**src/rtl/img_rom_arbiter.sv**
```systemverilog
// img_rom_arbiter
// Shares one byte-wide, synchronous-read RGB888 image ROM (3 bytes per pixel,
// rows stored bottom-up) between two pixel requesters. A granted request is
// turned into three consecutive byte reads; the assembled pixel is returned
// with a one-cycle acknowledge to the granted port.
//
// Ports
//   clk, rstn            clock, asynchronous active-low reset
//   req0/req1            level requests, held until ack
//   x0/y0, x1/y1         pixel coordinates, sampled at grant
//   ack0/ack1            one-cycle acknowledge; pix_* valid in that cycle
//   pix_r/pix_g/pix_b    returned pixel, held until the next ack
//   mem_addr, mem_rd     ROM byte address and read strobe
//   mem_data             ROM data, valid one cycle after the mem_rd cycle
//   busy                 high whenever the sequencer is not idle
//
// Build option
//   IMG_ARB_BOUNDS_CHECK_EN  out-of-range coordinates skip the ROM reads and
//                            return a zero pixel one cycle after the grant.

module img_rom_arbiter #(
   parameter int unsigned WIDTH  = 32,
   parameter int unsigned HEIGHT = 32,
   parameter int unsigned ADDR_W = 12
) (
   input  logic              clk,
   input  logic              rstn,
   input  logic              req0,
   input  logic              req1,
   input  logic [9:0]        x0,
   input  logic [9:0]        y0,
   input  logic [9:0]        x1,
   input  logic [9:0]        y1,
   output logic              ack0,
   output logic              ack1,
   output logic [7:0]        pix_r,
   output logic [7:0]        pix_g,
   output logic [7:0]        pix_b,
   output logic [ADDR_W-1:0] mem_addr,
   output logic              mem_rd,
   input  logic [7:0]        mem_data,
   output logic              busy
);

   localparam int unsigned COORD_W = 10;
   localparam int unsigned BASE_W  = ADDR_W + 2;
   localparam logic [BASE_W-1:0] ROW_BYTES = BASE_W'(WIDTH * 3);
   localparam logic [BASE_W-1:0] TOP_ROW   = BASE_W'(HEIGHT - 1);

   typedef enum logic [2:0] {
      IDLE,
      RD_R,
      RD_G,
      RD_B,
      WAIT_B,
      ACK
   } state_t;

   state_t state;
   state_t state_next;

   logic              last_port;   // port served by the most recent grant
   logic              port_q;      // port owning the current transaction
   logic [ADDR_W-1:0] base_q;
   logic [7:0]        r_q;
   logic [7:0]        g_q;

   logic               grant;
   logic               grant_port;
   logic               port_d;
   logic               oob;
   logic [COORD_W-1:0] sel_x;
   logic [COORD_W-1:0] sel_y;
   logic [BASE_W-1:0]  base_full;
   logic [ADDR_W-1:0]  base_c;
   logic [ADDR_W-1:0]  addr_d;

   // Round-robin choice and byte address of the candidate pixel.
   // Bottom-up storage: image row y lives at ROM row HEIGHT-1-y.
   always_comb begin
      grant_port = req1;
      if (req0 && req1) begin
         grant_port = ~last_port;
      end
      sel_x     = grant_port ? x1 : x0;
      sel_y     = grant_port ? y1 : y0;
      base_full = ROW_BYTES * (TOP_ROW - BASE_W'(sel_y))
                + BASE_W'(3) * BASE_W'(sel_x);
      base_c    = ADDR_W'(base_full);
   end

`ifdef IMG_ARB_BOUNDS_CHECK_EN
   assign oob = (32'(sel_x) >= WIDTH) || (32'(sel_y) >= HEIGHT);
`else
   assign oob = 1'b0;
`endif

   // State register.
   always_ff @(posedge clk or negedge rstn) begin
      if (!rstn) begin
         state <= IDLE;
      end else begin
         state <= state_next;
      end
   end

   // Next-state logic; arbitration happens only in IDLE.
   always_comb begin
      state_next = state;
      grant      = 1'b0;
      case (state)
         IDLE: begin
            if (req0 || req1) begin
               grant      = 1'b1;
               state_next = oob ? ACK : RD_R;
            end
         end
         RD_R:    state_next = RD_G;
         RD_G:    state_next = RD_B;
         RD_B:    state_next = WAIT_B;
         WAIT_B:  state_next = ACK;
         ACK:     state_next = IDLE;
         default: state_next = IDLE;
      endcase
   end

   // Outputs are registered from the next state so that they line up with
   // the state they belong to; mem_addr holds outside the read states.
   always_comb begin
      port_d = grant ? grant_port : port_q;
      case (state_next)
         RD_R:    addr_d = base_c;
         RD_G:    addr_d = base_q + ADDR_W'(1);
         RD_B:    addr_d = base_q + ADDR_W'(2);
         default: addr_d = mem_addr;
      endcase
   end

   // Datapath and registered outputs.
   always_ff @(posedge clk or negedge rstn) begin
      if (!rstn) begin
         last_port <= 1'b1;
         port_q    <= 1'b0;
         base_q    <= '0;
         r_q       <= '0;
         g_q       <= '0;
         pix_r     <= '0;
         pix_g     <= '0;
         pix_b     <= '0;
         mem_addr  <= '0;
         mem_rd    <= 1'b0;
         ack0      <= 1'b0;
         ack1      <= 1'b0;
         busy      <= 1'b0;
      end else begin
         if (grant) begin
            last_port <= grant_port;
            port_q    <= grant_port;
            base_q    <= base_c;
         end
         // Read data trails the strobe by one cycle.
         if (state == RD_G) begin
            r_q <= mem_data;
         end
         if (state == RD_B) begin
            g_q <= mem_data;
         end
         if (state == WAIT_B) begin
            pix_r <= r_q;
            pix_g <= g_q;
            pix_b <= mem_data;
         end else if (grant && oob) begin
            pix_r <= '0;
            pix_g <= '0;
            pix_b <= '0;
         end
         mem_rd   <= (state_next == RD_R) || (state_next == RD_G) ||
                     (state_next == RD_B);
         mem_addr <= addr_d;
         ack0     <= (state_next == ACK) && !port_d;
         ack1     <= (state_next == ACK) && port_d;
         busy     <= (state_next != IDLE);
      end
   end

endmodule

```
**config.mk**
```make
export PLATFORM = sky130hd
export DESIGN_NAME = img_rom_arbiter
export DESIGN_NICKNAME = d
export VERILOG_FILES = /design/src/rtl/img_rom_arbiter.sv
export SDC_FILE = /design/constraint.sdc
export NUM_CORES = 1
export LEC_CHECK = 0
export ABC_AREA = 1
export BUFFER_PORTS_ARGS = -buffer_cell sky130_fd_sc_hd__buf_4
export CORE_ASPECT_RATIO = 0.9
export CORE_UTILIZATION = 59
export DETAILED_ROUTE_END_ITERATION = 6
export PLACE_DENSITY = 0.95
export SETUP_SLACK_MARGIN = 0.3
export SKIP_CTS_REPAIR_TIMING = 1
export SLEW_MARGIN = 20
export SYNTH_ARGS = -nofsm -noshare
export SYNTH_HDL_FRONTEND = slang
export SYNTH_SLANG_ARGS = --single-unit
```
**constraint.sdc**
```tcl
create_clock -name clk -period 9.75 [get_ports clk]
set_clock_uncertainty 0.1 [all_clocks]
set_input_delay 1.4625 -clock clk [delete_from_list [all_inputs] [get_ports clk]]
set_output_delay 1.4625 -clock clk [all_outputs]
set_load 0.005 [all_outputs]
```
==> results.yml <==
cts:
  clock_sinks: 73
  path_clk_slew_ns: 0.08
  cts_buffer_depth: 2
  htree_levels: 3
  cts_buf_count: 9
  cts-root-buf: "sky130_fd_sc_hd__clkbuf_8"
  tritoncts_clock_tree: "yes"
  clock_insertion_delay_worst_skew_ns: 0.36
routing:
  detail_route.iter0.violations: 513
  wl_mm: 10.9
  drt_pre_antenna_iters: 7
  drt.antenna.violating_nets: 0
  drt_drc_violations_left: 3
  routedWlPerCell_microns: 14.6
  via_count: 4212
  vias_per_cell: 5.64
worst_setup_path:
  worst_path_dominant_cell_family: "adder cells"
  crit_path_start_kind: "primary input"
  crit_path_max_fanout: 20
  worst_r2r_startpoint: "last_port"
  setup.reg_to_reg.worst_slack_ns: 5.41
  crit_top_cell: "sky130_fd_sc_hd__nand2_1"
  critical_path.n_buffers_inverters: 4
  critPathCaptureType: "flip-flop"
  arrival_ns: 5.16
  worst-endpoint-required_ns: 9.93
  highest_cell_delay_on_the_worst_timing_path_ns: 0.57
  cp_cell_sequence: "buf_4, nand2_1, nand2_1, mux2i_1, ha_1, fa_1, inv_1, fa_1, inv_1, ha_1, nand2_1, inv_1, nand2_1, nor3_1, nor2_1, nand3_1, nand3_1, a21oi_1"
  worst-setup-path-type: "primary input to flip-flop"
  critical_path.reg2reg.endpoint: "mem_addr[11]"
  reg2regPathDepth: 17
  cpMaxStageDelayCell: "sky130_fd_sc_hd__nand2_1"
global_route:
  grt_antenna_before_repair: 0
  overflow: 0
  grt_first_pass_wirelength_mm: 18.8
  grt_pass1_vias: 4105
  grt_max_degree: 74
  track_usage: 0.309
yosys:
  yosys-top-cells-area: "sky130_fd_sc_hd__dfrtp_1, sky130_fd_sc_hd__nand2_1, sky130_fd_sc_hd__ha_1"
  synth.distinct_cells: 35
  synth_edf_count: 0
  yosysSeqAreaShare: 0.420
  synth-main-ff-cell: "sky130_fd_sc_hd__dfrtp_1"
  postSynthRegisterBits: 73
  syn_nets: 646
  synth.avg_cell_area_sq_um: 7.69
  post-synth-top-area-fraction: 0.414
  postSynthCellCount: 566
  ys_warn_count: 0
  synth_async_sr_flop_share: 1.00
  area_of_the_mapped_netlist_sq_um: 4350
  synth_top_cell_by_area: "sky130_fd_sc_hd__dfrtp_1"
worst_hold_path:
  hold-path-endpoint: "pix_r[0]"
  min-delay-start: "r_q[0]"
  hold_path_class: "flip-flop to flip-flop"
  number_of_cells_traversed_by_the_worst_hold_path: 2
placement:
  buffer_ports.inserted: 85
  finalWeightedCongestion: 0.969
  post-dp-hpwl_mm: 8.00
finish:
  number_of_filler_cells_placed_in_the_layout: 500
  finalNetCount: 729
  antenna_cells_inserted: 0
  drive_gt1_frac: 0.183
  area_growth_pct: 19.7
die:
  design.die.area_sq_um: 7720
  num_rows: 29
  die_h_microns: 83.5
  fp.coreArea_sq_um: 7080
  initial_core_util: 0.615
  die-width_microns: 92.5
  num_io_pins: 92
pwr:
  power_density_nw_per_um2: 331
  irDropWorstVdd_v: 0.000170
  power.leakage_uw: 0.00283
status:
  status: "finished, violations left"
  violations: "design-rule violations"
timing:
  grt_setup_unrepaired: "false"
  fmax_mhz: 201
  setup_violations: 0
  tightestPinTransition_ns: 0.874
  holdWs_ns: 0.378
  max-slew-margin-rel: 0.417
  finalCriticalPeriod_ns: 4.98
  tcrit_tclk_final: 0.511
  final_hold_violating_endpoints: 0
  timing_max_transition_violations_final: 0
  post_route_setup_tns_ns: 0
job:
  max-cap-violations: 0
==> through the flow <==
stage / setup WS (ns) / instances / total power, uW / util / cell area, sq um
floorplan: 5.13 / 566 / 1170 / - / 4350
global placement: 4.59 / 731 / 1430 / 0.712 / 5040
detailed placement: 4.45 / 731 / 1490 / 0.712 / 5040
CTS: 4.81 / 747 / 1700 / 0.736 / 5210
global route: 4.42 / 747 / 1870 / 0.736 / 5210
finish: 4.77 / 747 / 1730 / 0.736 / 5210
==> routing by layer <==
layer / GRT usage / routed length [microns]
met1: 0.410 / 4470
met2: 0.496 / 5210
met5: 0 / 0
met3: 0.0474 / 923
met4: 0.155 / 346
==> layout by cell type, fill, tap and decap left out, types with 3 or more instances in the layout <==
master	Yosys	final
sky130_fd_sc_hd__a21oi_1	22	22
sky130_fd_sc_hd__a31oi_1	5	5
sky130_fd_sc_hd__buf_4	2	85
sky130_fd_sc_hd__clkbuf_8	0	9
sky130_fd_sc_hd__dfrtp_1	72	72
sky130_fd_sc_hd__fa_1	7	7
sky130_fd_sc_hd__ha_1	21	21
sky130_fd_sc_hd__inv_1	65	65
sky130_fd_sc_hd__inv_2	8	8
sky130_fd_sc_hd__mux2i_1	7	7
sky130_fd_sc_hd__nand2_1	185	185
sky130_fd_sc_hd__nand3_1	44	44
sky130_fd_sc_hd__nand3b_1	3	3
sky130_fd_sc_hd__nand4_1	4	4
sky130_fd_sc_hd__nor2_1	34	34
sky130_fd_sc_hd__o21ai_0	46	46
sky130_fd_sc_hd__o21ai_1	3	3
sky130_fd_sc_hd__xnor2_1	3	3
sky130_fd_sc_hd__xor2_1	4	4
==> layout make-up <==
type | count | area [sq um] | area share
clock buffers | 10 | 128 | 0.0245
flip-flops and latches | 73 | 1830 | 0.351
well taps | 93 | 116 | 0.0223
clock inverters | 6 | 42.5 | 0.00817
multi-input cells | 407 | 2180 | 0.419
repair buffers | 85 | 638 | 0.123
inverters | 73 | 274 | 0.0526
==> report_power, final <==
group / switching (uW) / total [uW] / internal [uW]
Sequential: 102 / 557 / 455
Clock: 120 / 214 / 93.2
Combinational: 588 / 956 / 369
Total: 810 / 1730 / 917
==> registers in the layout, indices dropped and copies added (netlist names) <==
| register | count |
|---|---|
| ack0 | 1 |
| ack1 | 1 |
| base_q | 12 |
| busy | 1 |
| g_q | 8 |
| last_port | 1 |
| mem_addr | 12 |
| mem_rd | 1 |
| pix_b | 8 |
| pix_g | 8 |
| pix_r | 8 |
| port_q | 1 |
| r_q | 8 |
| state | 3 |
==> worst reg2reg max path: stages (launching register included) <==
cell                      delay (ns)
sky130_fd_sc_hd__dfstp_2        0.55
sky130_fd_sc_hd__nand2_1        0.08
sky130_fd_sc_hd__nand2_1        0.57
sky130_fd_sc_hd__mux2i_1        0.30
sky130_fd_sc_hd__ha_1           0.30
sky130_fd_sc_hd__fa_1           0.50
sky130_fd_sc_hd__inv_1          0.06
sky130_fd_sc_hd__fa_1           0.49
sky130_fd_sc_hd__inv_1          0.05
sky130_fd_sc_hd__ha_1           0.35
sky130_fd_sc_hd__nand2_1        0.09
sky130_fd_sc_hd__inv_1          0.08
sky130_fd_sc_hd__nand2_1        0.09
sky130_fd_sc_hd__nor3_1         0.21
sky130_fd_sc_hd__nor2_1         0.08
sky130_fd_sc_hd__nand3_1        0.11
sky130_fd_sc_hd__nand3_1        0.11
sky130_fd_sc_hd__a21oi_1        0.15
==> worst max path at each step <==
stage          slack, ns            to  depth (start not counted)  start
6_report            4.77  mem_addr[11]                         18   req0
5_1_grt             4.42    base_q[11]                         18   req0
4_1_cts             4.81  mem_addr[11]                         18   req0
3_5_place_dp        4.45  mem_addr[11]                         20   req0
3_3_place_gp        4.59  mem_addr[11]                         20   req0
2_1_floorplan       5.13    base_q[11]                         21   req0
==> Yosys cell counts (3+ instances only) <==
cell type	count
sky130_fd_sc_hd__xor2_1	4
sky130_fd_sc_hd__ha_1	21
sky130_fd_sc_hd__nand3_1	44
sky130_fd_sc_hd__nor2_1	34
sky130_fd_sc_hd__buf_2	3
sky130_fd_sc_hd__inv_2	8
sky130_fd_sc_hd__inv_1	65
sky130_fd_sc_hd__o21ai_1	3
sky130_fd_sc_hd__nand3b_1	3
sky130_fd_sc_hd__fa_1	7
sky130_fd_sc_hd__a31oi_1	5
sky130_fd_sc_hd__a21oi_1	22
sky130_fd_sc_hd__o21ai_0	46
sky130_fd_sc_hd__dfrtp_1	72
sky130_fd_sc_hd__xnor2_1	3
sky130_fd_sc_hd__nand2_1	185
sky130_fd_sc_hd__clkbuf_1	7
sky130_fd_sc_hd__mux2i_1	7
sky130_fd_sc_hd__nand4_1	4
==> logic make-up after synthesis <==
| kind of cell | after synthesis | synth area share |
|---|---|---|
| compound gates | 82 | 0.101 |
| xor+xnor | 7 | 0.0141 |
| flops | 73 | 0.420 |
| fa+ha+maj | 28 | 0.0926 |
| simple gates | 283 | 0.277 |
| buf+inv | 86 | 0.0785 |
| mux | 7 | 0.0161 |
Note: power is estimated with default switching activity, not from simulation.
